**src/rtl/rx_instr.sv**
```systemverilog
// UART 8N1 receiver that packs four little-endian bytes into one 32-bit instruction word.
// The word is valid on the edge after the 4th stop-bit sample; a byte arriving while a word is held (not accepted) is dropped with an overrun pulse.
module rx_instr #(
    parameter int CLKS_PER_BIT = 104,
    parameter int TIMEOUT_CLKS = 12000
) (
    input  logic        clk12,
    input  logic        rst,
    input  logic        rx,
    output logic [31:0] instr,
    output logic        instr_valid,
    input  logic        instr_ready,
    output logic        rx_busy,
    output logic        frame_err,
    output logic        overrun,
    output logic        led
);

    localparam int CW = $clog2(CLKS_PER_BIT);
    localparam int TW = $clog2(TIMEOUT_CLKS + 1);
    localparam logic [CW-1:0] BIT_LAST  = CW'(CLKS_PER_BIT - 1);
    localparam logic [CW-1:0] HALF_LAST = CW'(CLKS_PER_BIT / 2 - 1);
    localparam logic [TW-1:0] TO_LAST   = TW'(TIMEOUT_CLKS - 1);

    typedef enum logic [1:0] {IDLE, START, DATA, STOP} state_t;

    state_t        state, state_nxt;
    logic [CW-1:0] clk_cnt, clk_cnt_nxt;
    logic [2:0]    bit_cnt, bit_cnt_nxt;
    logic [7:0]    shift, shift_nxt;
    logic          byte_done, byte_done_nxt;
    logic          frame_err_nxt;

    logic          rx_meta, rs;
    logic [1:0]    warm;
    logic          armed;

    logic [1:0]    byte_idx;
    logic [23:0]   word;
    logic [TW-1:0] to_cnt;
    logic          accept;

    // warm delays arming until rs carries a real sample of rx, not the reset value
    always_ff @(posedge clk12 or posedge rst) begin
        if (rst) begin
            rx_meta <= 1'b1;
            rs      <= 1'b1;
            warm    <= 2'b00;
            armed   <= 1'b0;
        end else begin
            rx_meta <= rx;
            rs      <= rx_meta;
            warm    <= {warm[0], 1'b1};
            if (warm[1] && rs)
                armed <= 1'b1;
        end
    end

    always_ff @(posedge clk12 or posedge rst) begin
        if (rst) begin
            state     <= IDLE;
            clk_cnt   <= '0;
            bit_cnt   <= '0;
            shift     <= '0;
            byte_done <= 1'b0;
            frame_err <= 1'b0;
        end else begin
            state     <= state_nxt;
            clk_cnt   <= clk_cnt_nxt;
            bit_cnt   <= bit_cnt_nxt;
            shift     <= shift_nxt;
            byte_done <= byte_done_nxt;
            frame_err <= frame_err_nxt;
        end
    end

    always_comb begin
        state_nxt     = state;
        clk_cnt_nxt   = clk_cnt;
        bit_cnt_nxt   = bit_cnt;
        shift_nxt     = shift;
        byte_done_nxt = 1'b0;
        frame_err_nxt = 1'b0;
        case (state)
            IDLE: begin
                if (armed && !rs) begin
                    state_nxt   = START;
                    clk_cnt_nxt = '0;
                end
            end
            START: begin
                if (clk_cnt == HALF_LAST) begin
                    clk_cnt_nxt = '0;
                    bit_cnt_nxt = '0;
                    state_nxt   = rs ? IDLE : DATA;
                end else begin
                    clk_cnt_nxt = clk_cnt + 1'b1;
                end
            end
            DATA: begin
                if (clk_cnt == BIT_LAST) begin
                    clk_cnt_nxt = '0;
                    shift_nxt   = {rs, shift[7:1]};
                    bit_cnt_nxt = bit_cnt + 1'b1;
                    if (bit_cnt == 3'd7)
                        state_nxt = STOP;
                end else begin
                    clk_cnt_nxt = clk_cnt + 1'b1;
                end
            end
            STOP: begin
                if (clk_cnt == BIT_LAST) begin
                    clk_cnt_nxt   = '0;
                    state_nxt     = IDLE;
                    byte_done_nxt = rs;
                    frame_err_nxt = !rs;
                end else begin
                    clk_cnt_nxt = clk_cnt + 1'b1;
                end
            end
            default: state_nxt = IDLE;
        endcase
    end

    assign rx_busy = (state != IDLE);
    assign accept  = instr_valid && instr_ready;

    always_ff @(posedge clk12 or posedge rst) begin
        if (rst) begin
            instr       <= '0;
            instr_valid <= 1'b0;
            overrun     <= 1'b0;
            led         <= 1'b0;
            byte_idx    <= '0;
            word        <= '0;
            to_cnt      <= '0;
        end else begin
            overrun <= 1'b0;
            if (accept)
                instr_valid <= 1'b0;
            if (byte_done) begin
                if (instr_valid && !accept) begin
                    overrun <= 1'b1;
                end else if (byte_idx == 2'd3) begin
                    instr       <= {shift, word};
                    instr_valid <= 1'b1;
                    byte_idx    <= '0;
                    led         <= ~led;
                end else begin
                    word[8*byte_idx +: 8] <= shift;
                    byte_idx              <= byte_idx + 1'b1;
                end
            end
            // inter-byte timeout only runs while a partial word is pending
            if (byte_done || byte_idx == 2'd0) begin
                to_cnt <= '0;
            end else if (state == IDLE) begin
                if (to_cnt == TO_LAST) begin
                    to_cnt   <= '0;
                    byte_idx <= '0;
                end else begin
                    to_cnt <= to_cnt + 1'b1;
                end
            end
            if (frame_err)
                byte_idx <= '0;
        end
    end

endmodule

```
**config.mk**
```make
export PLATFORM = sky130hd
export DESIGN_NAME = rx_instr
export DESIGN_NICKNAME = d
export VERILOG_FILES = /design/src/rtl/rx_instr.sv
export SDC_FILE = /design/constraint.sdc
export NUM_CORES = 1
export LEC_CHECK = 0
export CAP_MARGIN = 15
export CORE_UTILIZATION = 57
export DETAILED_ROUTE_END_ITERATION = 8
export GPL_TIMING_DRIVEN = 0
export PLACE_DENSITY_LB_ADDON = 0.3
export SLEW_MARGIN = 0
export SYNTH_ARGS = -nofsm -noshare
export SYNTH_HDL_FRONTEND = slang
export SYNTH_SLANG_ARGS = --single-unit
```
**constraint.sdc**
```tcl
create_clock -name clk12 -period 4 [get_ports clk12]
set_input_delay 1 -clock clk12 [delete_from_list [all_inputs] [get_ports clk12]]
set_output_delay 1 -clock clk12 [all_outputs]
set_load 0.02 [all_outputs]
```
* Yosys cells after proc, flatten, opt, wreduce, memory -nomap -nowiden
Cells that the tools add are included.
** Storage, ports and cells
- Register bits after elaboration :: 102
- Bits in latches :: 0
- Word-level logic and storage cells :: 93
- Bits in writable memories :: 0
- Memories kept :: 0
- Memory bits (read-only) :: 0
- Input bits :: 4
** Operators by class
- Order comparisons :: 0
- Equality and inequality tests :: 13
- Multiply operators :: 0
- Div/mod/pow operators :: 0
- Add/subtract/negate cells :: 5
- Bitwise gates (word level) :: 3
- Reductions and logical operators :: 18
- Shift-type cells :: 2
- Mux-type cells :: 35
** Operators with widths (number)
- $mux 14 :: 3
- $neg 5->34 :: 1
- $shift 8x34->24 const A :: 1
- $shiftx 8x34->24 :: 1
- $mux 2 :: 13
- $bwmux 24 :: 1
- $mux 7 :: 3
- $pmux 7 s3 :: 1
- $add 14x1->14 const B :: 1
- $eq 14x14->1 const B :: 1
- $mux 1 :: 10
- $ne 2x2->1 const B :: 5
- $reduce_and 3->1 :: 3
- $pmux 2 s4 :: 1
- $add 7x1->7 const B :: 1
- $eq 7x6->1 const B :: 1
- $eq 7x7->1 const B :: 1
- $eq 2x2->1 const B :: 3
- $mux 3 :: 2
- $pmux 3 s2 :: 1
- $reduce_bool 2->1 :: 3
- $reduce_and 5->1 :: 1
- $logic_and 1x1->1 :: 4
- $logic_not 2->1 :: 2
- 9 further kinds :: 12

* Longest topological paths before layout
- Depth after elaboration :: 9
- Gate-level depth with buffers :: 7
- Gate-level depth less buffers :: 6

* Least setup slack after synthesis
No wires, ideal clock.
- Path kind :: input port to flip-flop
- Start :: input instr_ready
- End :: register instr[0]
- Setup time :: 0.125 ns
- Cell stages on the path :: 5
- Required time :: 3.875 ns
- Path buffers :: 2
- Path slack :: 1.831 ns
- Data arrival time :: 2.044 ns
- Path through :: nand2b_1 clkbuf_1 nand3_1 buf_2 mux2_2
** Between the ends
- Cells in the longest elaborated chain, start to end :: 5
** RTL lines
- start, declared :: line 12 : input logic instr_ready,
- $logic_and 1x1->1 :: line 126 : assign accept = instr_valid && instr_ready;
- $logic_not 1->1 :: line 142 : if (instr_valid && !accept) begin
- $logic_and 1x1->1 :: line 142
- $not 1->1 (no line)
- $reduce_and 3->1 (no line)
- end signal, assigned :: line 145 : instr <= {shift, word};
- end, declared :: line 10 : output logic [31:0] instr,
Every way passes these cells.
A chain may end at the register's enable or synchronous reset.

* Final worst setup path
- Start :: register state[0]
- End :: output rx_busy
** Between the ends
- Cells in the longest elaborated chain, start to end :: 1
** RTL lines
- start, declared :: line 27 : state_t state, state_nxt;
- start signal, assigned :: line 68 : state <= state_nxt;
- $reduce_bool 2->1 :: line 125 : assign rx_busy = (state != IDLE);
- end, declared :: line 13 : output logic rx_busy,
Every way passes these cells.

==> results by group <==
Global routing
  – Largest net degree at the start of global routing: 53
  – First-pass GRT wire length: 14900 um
  – Antenna violations before repair: 0
  – Vias in the first global route: 3192
  – Gr ovfl total: 0
  – Total track usage: 22.7%

Power
  – Maximum VDD drop: 0.000340 V
  – Pwr Density: 393 mW/mm2
  – Leakage power: 2.31 nW

Run status
  – Status: completed

STA
  – RSZ-0062 raised after global routing: false
  – Pins Over Slew Limit: 0
  – Hold WS: 365 ps
  – Clock skew: 13.5 ps
  – Least-Margin Pin Slew: 976 ps
  – Hold Fails Final Rpt: 0
  – Highest clock rate: 340 MHz
  – Final setup margin: 1060 ps
  – Final setup viols: 0
  – Crit share post-route: 73.6%
  – Slew headroom: 34.8%
  – Post-route minimum period: 2940 ps
  – Setup TNS: 0 ps

Routing
  – Vias: 3163
  – 1st-iter DRT viols: 180
  – Vias/cell: 5.60
  – Drt pass-1 iters: 4
  – Remaining routing DRC violations: 0
  – Post-DRT Antenna Nets: 0
  – Final WL: 8590 um
  – WL per Instance: 15.2 um

Floorplan
  – Die area: 0.00821 mm2
  – Starting density of the core: 60.4%
  – Ports: 41
  – Core ar.: 0.00741 mm2
  – Die height: 90.6 um
  – Row cnt: 31
  – Die Wd: 90.6 um

Clock tree
  – Hold Buf Count CTS: 0
  – Clock buffer depth: 2
  – Post-CTS Setup Inserts: 0
  – H-tree depth: 3
  – Clk slew on worst S/H paths: 100 ps
  – PostCTS Resize Cnt: 0
  – Worst-Skew Late Latency: 370 ps
  – CTS tree: yes
  – # clock sinks: 102
  – Num CTS Buffers: 9
  – Clock root buffer: clkbuf_8

Cells and area
  – Syn-to-layout area delta: 16.8%
  – Share of layout cells above drive strength 1: 16.3%
  – Layout Nets: 474
  – Utilization after layout: 70.5%
  – Final Instance Count excl. Fillers: 565
  – ANT cells: 0

Logic synthesis
  – Register area share after synthesis: 57.1%
  – Net count after synthesis: 422
  – Asr flop ratio synth: 100%
  – Number of synthesized flops with an enable pin: 0
  – Main synth FF type: dfrtp_1
  – Mapped Area: 0.00447 mm2
  – #FFs+latches synth: 102
  – Mapped Cells: 409
  – Netlist cell types: 48
  – Syn_area_per_cell: 10.9 um2
  – Yosys warns: 0

Placed design
  – Port bufs: 40
  – GPL Wtd Cong: 0.873
  – Placed Instances: 549
  – DP Worst Slack: 1040 ps
  – Dpl hpwl: 6010 um

Worst hold path
  – Worst hold path class: reg -> reg

Setup path
  – Setup CP Type: reg -> out
  – CP max FO: 7
  – Crit end category: output port
  – Critical Path Start Type: register
  – Crit path required time: 3000 ps
  – Arrival @ worst endpoint: 1940 ps

Flow run
  – Maxcap violations: 0
## worst max-delay path, stage by stage (launching register included)
cell and delay, ps:
dfrtp_1 470, nor2_1 360, inv_1 180, clkdlybuf4s50_1 580
## worst paths after layout
| path | start | depth (start not counted) | slack [ps] | endpoint |
|---|---|---|---|---|
| setup / recovery | state[0] | 3 | 1060 | rx_busy |
| hold / removal | warm[0] | 0 | 360 | warm[1] |
| setup reg to reg | byte_idx[0] | 5 | 1840 | word[21] |
| hold reg to reg | warm[0] | 0 | 360 | warm[1] |
| max in group asynchronous | rst | 3 | 2270 | instr[23] |
| min in group asynchronous | rst | 2 | 1060 | instr[14] |
## per-layer routing
metal  global-route usage (%)  up-vias  part of all wire (%)
li1                         -     1548                     -
met1                     31.2     1543                    47
met2                     37.1       62                    49
met3                     2.95       10                   3.0
met4                     8.20        0                   1.3
met5                        0        -                     0
## report_power, final
part / switching [mW] / internal [mW]
logic: 0.180 / 0.103
clock network: 0.381 / 0.262
registers: 0.0494 / 1.08
total: 0.611 / 1.44
## cells in the mapped netlist, drive strengths merged (2+ instances only)
master / number / area share, %
dfrtp: 100 / 56
xor2: 3 / 0.59
a31oi: 12 / 1.7
nor2: 15 / 1.3
mux2: 39 / 9.8
and2: 3 / 0.42
nor4b: 2 / 0.53
and4: 5 / 0.98
o21ai: 35 / 4.1
nor3b: 3 / 0.50
o21a: 2 / 0.34
clkbuf: 6 / 0.50
nand2b: 2 / 0.28
nand4b: 3 / 0.59
inv: 12 / 1.0
o211ai: 2 / 0.34
nor3: 7 / 0.78
nand3: 11 / 1.2
o22ai: 5 / 0.70
dfstp: 2 / 1.2
nand4: 8 / 1.1
buf: 9 / 1.1
or3: 3 / 0.42
nand2: 80 / 6.7
ha: 9 / 2.5
a21oi: 13 / 1.5
## registers in the layout, summed over array words and instances (netlist names), 2 cells and up, named ones only
register	cells
shift	8
instr	32
bit_cnt	3
clk_cnt	7
word	24
to_cnt	14
byte_idx	2
warm	2
## layout make-up
cell class              instances  area [um2]
fillers                       525        2180
repair buffers                 41         428
multi-input cells             280        1800
well taps                      99         124
inverters                      12        47.5
flip-flops and latches        102        2550
clock inverters                 6        60.1
plain buffers                  15        73.8
clock buffers                  10         138
## layout by cell type, fill, tap and decap left out, types with 11 or more instances in the layout
cell type        netlist  final
nor2_1                15     15
dfrtp_1              100    100
nand2_1               80     80
o21ai_0               32     32
a31oi_1               12     12
nand3_1               11     11
mux2_2                39     39
clkdlybuf4s50_1        0     40
inv_1                 12     11
a21oi_1               13     13
## per-stage QoR
step,power [mW],cell area [um2]
after floorplan,1.35,4470
after global placement,1.40,5000
after detailed placement,1.42,5030
after CTS,2.06,5230
after global routing,2.14,5230
final,2.05,5230
## logic make-up (layout without fill, tap and decap cells)
group | Yosys count | after routing | synth area share (%)
adder cells (fa/ha/maj) | 9 | 9 | 2.52
AND/OR/NAND/NOR | 147 | 147 | 15.9
AO/OA/AOI/OAI | 79 | 79 | 10.9
XOR/XNOR | 4 | 4 | 0.783
multiplexers | 40 | 40 | 10.0
buffers and inverters | 27 | 84 | 2.66
flip-flops | 102 | 102 | 57.1
other | 1 | 1 | 0.0838
(Power assumes the default switching activity.)
